**src/rtl/hazard_scoreboard.sv**
```systemverilog
// Hazard scoreboard beside ID: tracks in-flight writes and the multicycle unit, and drives stall/forwarding selects.
// Optional stall counters enabled by defining HAZARD_SCOREBOARD_STATS_EN.
module hazard_scoreboard #(
  parameter int unsigned AW    = 5,
  parameter int unsigned DEPTH = 3,
  parameter int unsigned SW    = 3
) (
  input  logic          clk,
  input  logic          rst,
  input  logic          id_valid,
  input  logic [AW-1:0] id_rs,
  input  logic [AW-1:0] id_rt,
  input  logic          id_rs_use,
  input  logic          id_rt_use,
  input  logic          id_early,
  input  logic          id_wr_en,
  input  logic [AW-1:0] id_wr_reg,
  input  logic [SW-1:0] id_avail,
  input  logic          id_multi,
  input  logic          flush,
  input  logic          mc_done,
  output logic          stall,
  output logic [SW-1:0] id_fwd_rs,
  output logic [SW-1:0] id_fwd_rt,
  output logic [SW-1:0] ex_fwd_rs,
  output logic [SW-1:0] ex_fwd_rt,
  output logic          mc_busy
`ifdef HAZARD_SCOREBOARD_STATS_EN
  ,
  output logic [31:0]   stall_cnt,
  output logic [31:0]   mc_stall_cnt
`endif
);
  localparam int unsigned NREG = 1 << AW;

  logic            slot_vld [DEPTH];
  logic [AW-1:0]   slot_reg [DEPTH];
  logic [SW-1:0]   slot_avl [DEPTH];
  logic [NREG-1:0] busy_q;
  logic [AW-1:0]   mc_reg_q;

  logic [1:0][AW-1:0] src;
  logic [1:0]         src_use;
  logic [1:0]         src_hz;
  logic [1:0]         src_hit;
  logic [1:0][SW-1:0] id_sel;
  logic [1:0][SW-1:0] ex_sel;

  logic [NREG-1:0] done_mask;
  logic [NREG-1:0] busy_eff;
  logic [NREG-1:0] issue_mask;
  logic            raw_hz;
  logic            waw_hz;
  logic            unit_hz;
  logic            mc_hz;
  logic            slot_hz;
  logic            advance;

  // Youngest matching slot decides forward vs stall for each source
  always_comb begin
    src     = {id_rt, id_rs};
    src_use = {id_rt_use, id_rs_use};
    src_hz  = '0;
    src_hit = '0;
    id_sel  = '0;
    ex_sel  = '0;
    for (int j = 0; j < 2; j++) begin
      for (int k = 0; k < int'(DEPTH); k++) begin
        if (!src_hit[j] && id_valid && src_use[j] && src[j] != '0 &&
            slot_vld[k] && slot_reg[k] == src[j]) begin
          src_hit[j] = 1'b1;
          if (id_early) begin
            if (SW'(k) > slot_avl[k]) id_sel[j] = SW'(k + 1);
            else                      src_hz[j] = 1'b1;
          end else if (SW'(k) < slot_avl[k]) begin
            src_hz[j] = 1'b1;
          end else if (k < int'(DEPTH) - 1) begin
            ex_sel[j] = SW'(k + 2);
          end
        end
      end
    end
  end

  // A completion this cycle already frees its register for the ID check
  always_comb begin
    done_mask  = mc_done ? (NREG'(1) << mc_reg_q) : '0;
    busy_eff   = busy_q & ~done_mask;
    raw_hz     = (id_rs_use && id_rs != '0 && busy_eff[id_rs]) ||
                 (id_rt_use && id_rt != '0 && busy_eff[id_rt]);
    waw_hz     = id_wr_en && busy_eff[id_wr_reg];
    unit_hz    = id_multi && (busy_eff != '0);
    mc_hz      = id_valid && (raw_hz || waw_hz || unit_hz);
    slot_hz    = src_hz != '0;
    stall      = slot_hz || mc_hz;
    advance    = id_valid && !stall && !flush;
    issue_mask = (advance && id_multi) ? (NREG'(1) << id_wr_reg) : '0;
  end

  assign mc_busy   = busy_q != '0;
  assign id_fwd_rs = id_sel[0];
  assign id_fwd_rt = id_sel[1];

  // Multicycle results never forward from the slots, so they enter slot 0 as non-writers
  always_ff @(posedge clk or negedge rst) begin
    if (!rst) begin
      for (int k = 0; k < int'(DEPTH); k++) begin
        slot_vld[k] <= 1'b0;
        slot_reg[k] <= '0;
        slot_avl[k] <= '0;
      end
      busy_q    <= '0;
      mc_reg_q  <= '0;
      ex_fwd_rs <= '0;
      ex_fwd_rt <= '0;
    end else begin
      for (int k = int'(DEPTH) - 1; k > 0; k--) begin
        slot_vld[k] <= slot_vld[k-1];
        slot_reg[k] <= slot_reg[k-1];
        slot_avl[k] <= slot_avl[k-1];
      end
      slot_vld[0] <= advance && id_wr_en && !id_multi;
      slot_reg[0] <= id_wr_reg;
      slot_avl[0] <= id_avail;
      busy_q      <= busy_eff | issue_mask;
      if (advance && id_multi) mc_reg_q <= id_wr_reg;
      if (!stall) begin
        ex_fwd_rs <= ex_sel[0];
        ex_fwd_rt <= ex_sel[1];
      end
    end
  end

`ifdef HAZARD_SCOREBOARD_STATS_EN
  // Saturating stall counters; mc_stall_cnt counts stalls with no slot hazard
  always_ff @(posedge clk or negedge rst) begin
    if (!rst) begin
      stall_cnt    <= '0;
      mc_stall_cnt <= '0;
    end else begin
      if (stall && stall_cnt != '1) stall_cnt <= stall_cnt + 32'd1;
      if (mc_hz && !slot_hz && mc_stall_cnt != '1) mc_stall_cnt <= mc_stall_cnt + 32'd1;
    end
  end
`endif

endmodule

```
**config.mk**
```make
export PLATFORM = sky130hd
export DESIGN_NAME = hazard_scoreboard
export DESIGN_NICKNAME = d
export VERILOG_FILES = /design/src/rtl/hazard_scoreboard.sv
export SDC_FILE = /design/constraint.sdc
export NUM_CORES = 1
export LEC_CHECK = 0
export BUFFER_PORTS_ARGS = -buffer_cell sky130_fd_sc_hd__buf_2
export CAP_MARGIN = 20
export CORE_MARGIN = 5
export CORE_UTILIZATION = 60
export CTS_CLUSTER_SIZE = 14
export DETAILED_ROUTE_END_ITERATION = 12
export PLACE_DENSITY = 0.8
export SLEW_MARGIN = 5
export SYNTH_ARGS = -nofsm -noshare
export SYNTH_HDL_FRONTEND = slang
export SYNTH_SLANG_ARGS = --single-unit
```
**constraint.sdc**
```tcl
create_clock -name clk -period 5.1 [get_ports clk]
set_clock_uncertainty 0.1 [all_clocks]
set_input_delay 0.255 -clock clk [delete_from_list [all_inputs] [get_ports clk]]
set_output_delay 0.255 -clock clk [all_outputs]
set_load 0.02 [all_outputs]
```
==> results of run 1 <==
==> worst paths after layout <==
kind | slack, ps | startpoint | to | cells past startpoint
worst max-delay path | 730 | mc_reg_q[3] | stall | 9
worst min-delay path | 2 | rst | busy_q[31] | 2
worst max register to register | 980 | mc_reg_q[0] | mc_reg_q[3] | 8
worst min register to register | 280 | slot_avl[7] | slot_avl[4] | 0
max in group asynchronous | 4330 | rst | slot_reg[7] | 2
min in group clk | 60 | id_wr_reg[4] | slot_reg[14] | 1
==> per-stage QoR <==
stage          utilization, %  std cells  power [mW]
2_1_floorplan               -        518        1.25
6_report                 66.3        641        1.99
4_1_cts                  66.3        641        1.95
3_3_place_gp             63.2        622        1.46
3_5_place_dp             63.2        622        1.47
5_1_grt                  66.3        641        2.07
==> cells by family after synthesis <==
| group | Yosys count | share of synthesized area [%] |
|---|---|---|
| other | 1 | 0.0803 |
| buffers and inverters | 54 | 5.38 |
| AOI/OAI and AO/OA | 145 | 21.4 |
| and+or+nand+nor | 183 | 21.8 |
| muxes | 32 | 8.89 |
| xor gates and xnor gates | 32 | 6.00 |
| DFF | 68 | 36.4 |
==> layer usage <==
layer,routed length [µm],vias to the layer above
met5,0,-
met4,587,0
met3,2020,63
met2,7010,371
met1,6330,2194
li1,-,1964
==> cell usage in the layout, fill, tap and decap left out, drive strengths merged, types with 12 or more instances in the layout <==
cell type and n:
dfrtp 68, o21ai 65, nand2 59, buf 42
nor2 19, mux2i 19, nor3 17, xnor2 16
xor2 16, nor4 16, inv 14, nand4 12
clkbuf 12
==> synthesized netlist by cell type (8+ instances only) <==
cell type and count:
dfrtp_1 68, nand2_1 59, o21ai_1 33, o21ai_0 30, mux2i_1 19, nor2_1 19, clkbuf_1 18, nor3_1 17
xnor2_1 16, xor2_1 16, nor4_1 15, inv_1 14, buf_2 12, nand3_1 11, nand4_1 11, o2111ai_1 11
o211ai_1 10, and3_1 9, o21bai_1 8, o22ai_1 8
==> cell type report <==
type                       instances  area, µm²
fill                             635       2570
multi-input combinational        396       2730
timing repair buffer              45        253
clock buffer                      12        135
clock inverter                     4       73.8
sequential                        68       1700
inverter                          14       52.6
tap                              102        128
==> power by group <==
group / switching, mW / internal, mW / total (mW)
Clock: 0.210 / 0.276 / 0.486
Combinational: 0.468 / 0.279 / 0.747
Sequential: 0.137 / 0.619 / 0.756
Total: 0.816 / 1.17 / 1.99
==> worst max-delay path, stage by stage, from the launching register on <==
cell and delay, ps:
dfrtp_1 520, nand2b_1 480, o21ai_0 670, nand3_1 170, o31ai_2 310, o2111ai_1 170, or4_4 570, nor4_4 510
nor2b_1 90, buf_2 180
==> repair_timing <==
item	4_1_cts	5_1_grt
setup buffers	0	0
hold buffers	3	0
endpoints found under the hold margin	3	0
==> impl_results.md, run 1 <==
* Layout area overhead at 8.60%
* Max-slew headroom at 37.9%
* Clock Root Buffer: clkbuf_8
* Max-cap violations at 0
* RSZ-0062 raised after global routing: false
* Vias in the first global route at 4491
* Pwr Density at 392 mW/mm²
* Ys Warns at 0
* Yosys cell types at 75
* Final Hold Vio Count at 0
* Global Route met2 Usage at 51.0%
* Max VDD drop at 230 µV
* CTS tree: yes
* CP startpoint kind: register
* 1st-iter DRT viols at 633
* Post-Place Worst Slack at 1110 ps
* Yosys top cell by area: dfrtp_1
* Endpoints failing setup at 0
* First-pass GRT wire length at 25.4 mm
* Ports at 42
* Via Count at 4592
* Final wirelength at 16.0 mm
* Post-route setup TNS at 0 ps
* Congestion Overflow GR at 0
* Syn Area/Cell at 9.07 µm²
* DRC Markers at 0
* Slew Limit Fails at 0
* Fin Hold WS at 2.00 ps
* Post-synth ARST share at 100%
* Post-synth top area share at 36.4%
* Worst Path Required at 4740 ps
* Synth Register Bits at 68
* Pin count of the biggest net entering global routing at 69
* CTS clk-pin slew, worst paths at 70 ps
* HP Class: in -> async
* Drt first pass iters at 5
* Critical Path AT at 4020 ps
* HPWL after detailed placement at 11.5 mm
* Min Tclk post-route at 4370 ps
* CP Class: reg -> out
* Antenna cells at 0
* Crit end category: output pin
* CTS buffer count at 9
* RePlAce Congestion at 1.04
* Final instance area at 0.00507 mm²
* Post-route setup slack at 726 ps
* Port Buffers at 37
* Grt peak-use layer: met2
* Area contributors post-synth: dfrtp_1 (36%), nand2_1 (4.7%), mux2i_1 (4.1%), o21ai_1 (3.5%), mux4_2 (3.4%)
* Share of layout cells above drive strength 1 at 15.8%
* Die X at 98.2 µm
* CTS Sinks at 68
* Resized cells post-CTS at 0
* GR Util met3 at 9.00%
* Mapped Cells at 515
* Gr usage total at 34.0%
* Die Y at 98.2 µm
* Initial Utilization at 61.1%
* Initial antenna violation count at 0
* Grt met1 use at 47.6%
* Largest register FFs at 32
* Tcrit/Tclk final at 85.8%
* Placed Instance Area at 0.00483 mm²
* Routed WL per cell at 24.9 µm
* H-tree Lvls at 3
* Clock buffer depth at 2
* Core ar. at 0.00765 mm²
* Max Freq at 229 MHz
* Pleak at 2.06 nW
* Synth Flop Type: dfrtp_1
* Die area at 0.00965 mm²
* Post-synth EDFFs at 0
* Rows at 32
* Worst slew pin tran at 928 ps
* Sequential share of the synthesized area at 36.4%
* Final layout net count at 562
* DRT antenna net count at 0
* Critical Path Fanout Max at 11
* Clock Latency Late Sink at 360 ps
* Via density at 7.16
* Synth Cell Area at 0.00467 mm²
* Status: complete, no violations
No activity file was read; power rests on OpenSTA's default activity.
==> run 2, diff against run 1 <==
Settings changed: CORE_MARGIN 5 to default, CORE_UTILIZATION 60 to 61, CTS_CLUSTER_SIZE 14 to default, PLACE_DENSITY 0.8 to 0.81.
==> run 2 against run 1 <==
  * Global-route usage is 6.7 points higher
  * Worst setup slack improved by 21 ps
  * Highest routed layer unchanged
  * Routed wire length fell by 2.6%
  * Cell area hardly changed
  * Count of clock-buffer cells in the layout fell by 2
  * Combinational power shrank 3.3%
  * Die area decreased by 17%
  * First-iteration DRC count is 4.6% lower
  * Hold slack got worse by 22 ps
  * The flow now finishes with violations (hold timing)
==> impl_results.md, run 2 (same netlist as run 1, synthesis figures left out) <==
* Clock Root Buffer: clkbuf_8
* Grt met1 use at 55.1% (+7.5 points)
* Via density at 7.24 (+1.1%)
* DRC Markers at 0 (unchanged)
* Via Count at 4599 (+0.15%)
* Drt first pass iters at 6 (+1)
* Endpoints failing setup at 0 (unchanged)
* Resized cells post-CTS at 0 (unchanged)
* Fin Hold WS at -19.8 ps (-21.8 ps)
* Vias in the first global route at 4141 (-7.8%)
* Final Non-Filler Cells at 635 (-0.94%)
* FILL cells at 578 (-9.0%)
* Pleak at 2.06 nW (+0.22%)
* Worst slew pin tran at 877 ps (-50.4 ps)
* CTS buffer count at 9 (unchanged)
* Logic pwr share at 35.7% (-1.9 points)
* CTS Sinks at 68 (unchanged)
* Die Y at 89.5 µm (-8.9%)
* Max Freq at 230 MHz (+0.47%)
* Largest register FFs at 32 (unchanged)
* H-tree Lvls at 3 (unchanged)
* NetSw at 800 µW (-1.9%)
* Worst Path Required at 4740 ps (about the same)
* Flop pwr share at 37.1% (-0.9 points)
* Share of layout cells above drive strength 1 at 15.7% (-0.069 points)
* Max VDD drop at 261 µV (+14%)
* Ports at 42 (unchanged)
* Max-cap violations at 0 (unchanged)
* Final wirelength at 15.5 mm (-2.6%)
* Port Buffers at 37 (unchanged)
* Pwr Density at 398 mW/mm² (+1.6%)
* 1st-iter DRT viols at 604 (-4.6%)
* Internal Power at 1.22 mW (+4.2%)
* Post-route setup TNS at 0 ps (unchanged)
* Min Tclk post-route at 4350 ps (-20.6 ps)
* Buffers and inverters on the worst path at 1 (unchanged)
* DRT antenna net count at 0 (unchanged)
* Most common cell after layout, fill and taps aside: dfrtp_1
* Slew Limit Fails at 0 (unchanged)
* RePlAce Congestion at 1.07 (+2.4%)
* Final Hold Vio Count at 7 (+7)
* CP max stage delay at 620 ps (-50 ps)
* Commonest non-fill, non-tap cells in the layout: dfrtp_1 (68), nand2_1 (59), buf_2 (37), o21ai_1 (33), o21ai_0 (30)
* HPWL after detailed placement at 11.0 mm (-3.9%)
* Layout area overhead at 8.70% (about the same)
* Die X at 89.5 µm (-8.9%)
* Failing checks: hold timing
* Die area at 0.00801 mm² (-17%)
* Worst setup path start: mc_reg_q[3]
* HP Class: in -> async
* CTS tree: yes
* Worst R2R Start: mc_reg_q[1]
* Rows at 31 (-3.1%)
* GR Util met3 at 11.5% (+2.5 points)
* Gr usage total at 40.7% (+6.7 points)
* Placed cells at 616 (-0.96%)
* Clock Latency Late Sink at 350 ps (about the same)
* CTS clk-pin slew, worst paths at 80 ps (about the same)
* Critical Path AT at 4000 ps (-20 ps)
* Initial Utilization at 63.7% (+2.6 points)
* Setup repair bufs after CTS at 0 (unchanged)
* Crit end category: output pin
* Grt peak-use layer: met2
* Tcrit/Tclk final at 85.4% (-0.40 points)
* Congestion Overflow GR at 0 (unchanged)
* Sw Share at 39.6% (-1.4 points)
* Critical path's top delay family: simple AND/OR/NAND/NOR gates
* Core ar. at 0.00733 mm² (-4.1%)
* First-pass GRT wire length at 23.1 mm (-9.3%)
* Status: finished with violations
* RSZ-0062 raised after global routing: false
* Routed WL per cell at 24.5 µm (-1.7%)
* Crit-path cells: nand2b_1, o21ai_0, nand3_1, o31ai_2, o2111ai_1, or4_4, nor4_4, nor2b_1, buf_2
* Slowest-stage cell, CP: o21ai_0
* Clk pwr share at 27.2% (+2.8 points)
* Initial antenna violation count at 1 (+1)
* Pin count of the biggest net entering global routing at 69 (unchanged)
* Critical Path Fanout Max at 11 (unchanged)
* Global Route met2 Usage at 60.0% (+9.0 points)
* Clock buffer depth at 2 (unchanged)
* CP startpoint kind: register
* CP Class: reg -> out
* Max-slew headroom at 41.5% (+3.6 points)
* Final layout net count at 559 (-0.53%)
[run 2: cell count changes in the layout (fill, tap and decap cells not counted)]
| cell | previous run | this run |
|---|---|---|
| buf_4 | 5 | 2 |
| clkbuf_1 | 3 | 0 |
| diode_2 | 0 | 1 |
| clkinv_4 | 1 | 0 |
| bufinv_16 | 2 | 3 |
| clkbuf_8 | 9 | 10 |
| clkinv_2 | 1 | 2 |
[run 2: routing by layer]
layer / vias to the layer above / part of all wire, % / routed length, µm
li1: 1970 / - / -
met1: 2195 / 39 / 6020
met2: 366 / 44 / 6830
met3: 68 / 13 / 2040
met4: 0 / 4.1 / 637
met5: - / 0 / 0
[run 2: final cells by class]
| type | count | area, µm² | area share (%) |
|---|---|---|---|
| inverters | 14 | 52.6 | 1.03 |
| clock inverters | 5 | 100 | 1.97 |
| repair buffers | 42 | 230 | 4.53 |
| clock buffers | 10 | 138 | 2.71 |
| well taps | 99 | 124 | 2.44 |
| diodes | 1 | 2.50 | 0.0493 |
| flip-flops and latches | 68 | 1700 | 33.5 |
| multi-input cells | 396 | 2730 | 53.8 |
[run 2: per-stage QoR]
stage | instance area [µm²] | worst slack [ps] | utilization [%] | hold slack, ps | power (mW)
after global routing | 5080 | 625 | 69.2 | 58.2 | 2.09
after detailed placement | 4810 | 1230 | 65.6 | 259 | 1.44
after global placement | 4810 | 1260 | 65.6 | 259 | 1.44
after floorplan | 4680 | 1990 | - | -141 | 1.25
after CTS | 5080 | 887 | 69.2 | 34.3 | 1.99
final | 5080 | 747 | 69.3 | -19.8 | 2.02
[run 2: power groups by stage]
stage	registers, mW	clock network [mW]	logic, mW
6_report	0.750	0.550	0.722
5_1_grt	0.759	0.570	0.765
2_1_floorplan	0.677	0	0.575
4_1_cts	0.742	0.551	0.697
3_5_place_dp	0.751	0	0.693
3_3_place_gp	0.746	0	0.695
[run 2: timing repair]
item                       4_1_cts  5_1_grt
hold endpoints to repair         3        0
hold buffers                     3        0
setup endpoints to repair        0        0
[run 2: worst paths after layout]
kind                                end  slack, ps  cells past startpoint
setup reg to reg            mc_reg_q[3]       1100                      9
hold reg to reg             slot_avl[3]        270                      0
setup / recovery                  stall        750                      9
max in group asynchronous   mc_reg_q[1]       4320                      2
min in group clk           slot_reg[12]         80                      1
hold / removal                busy_q[1]        -20                      2
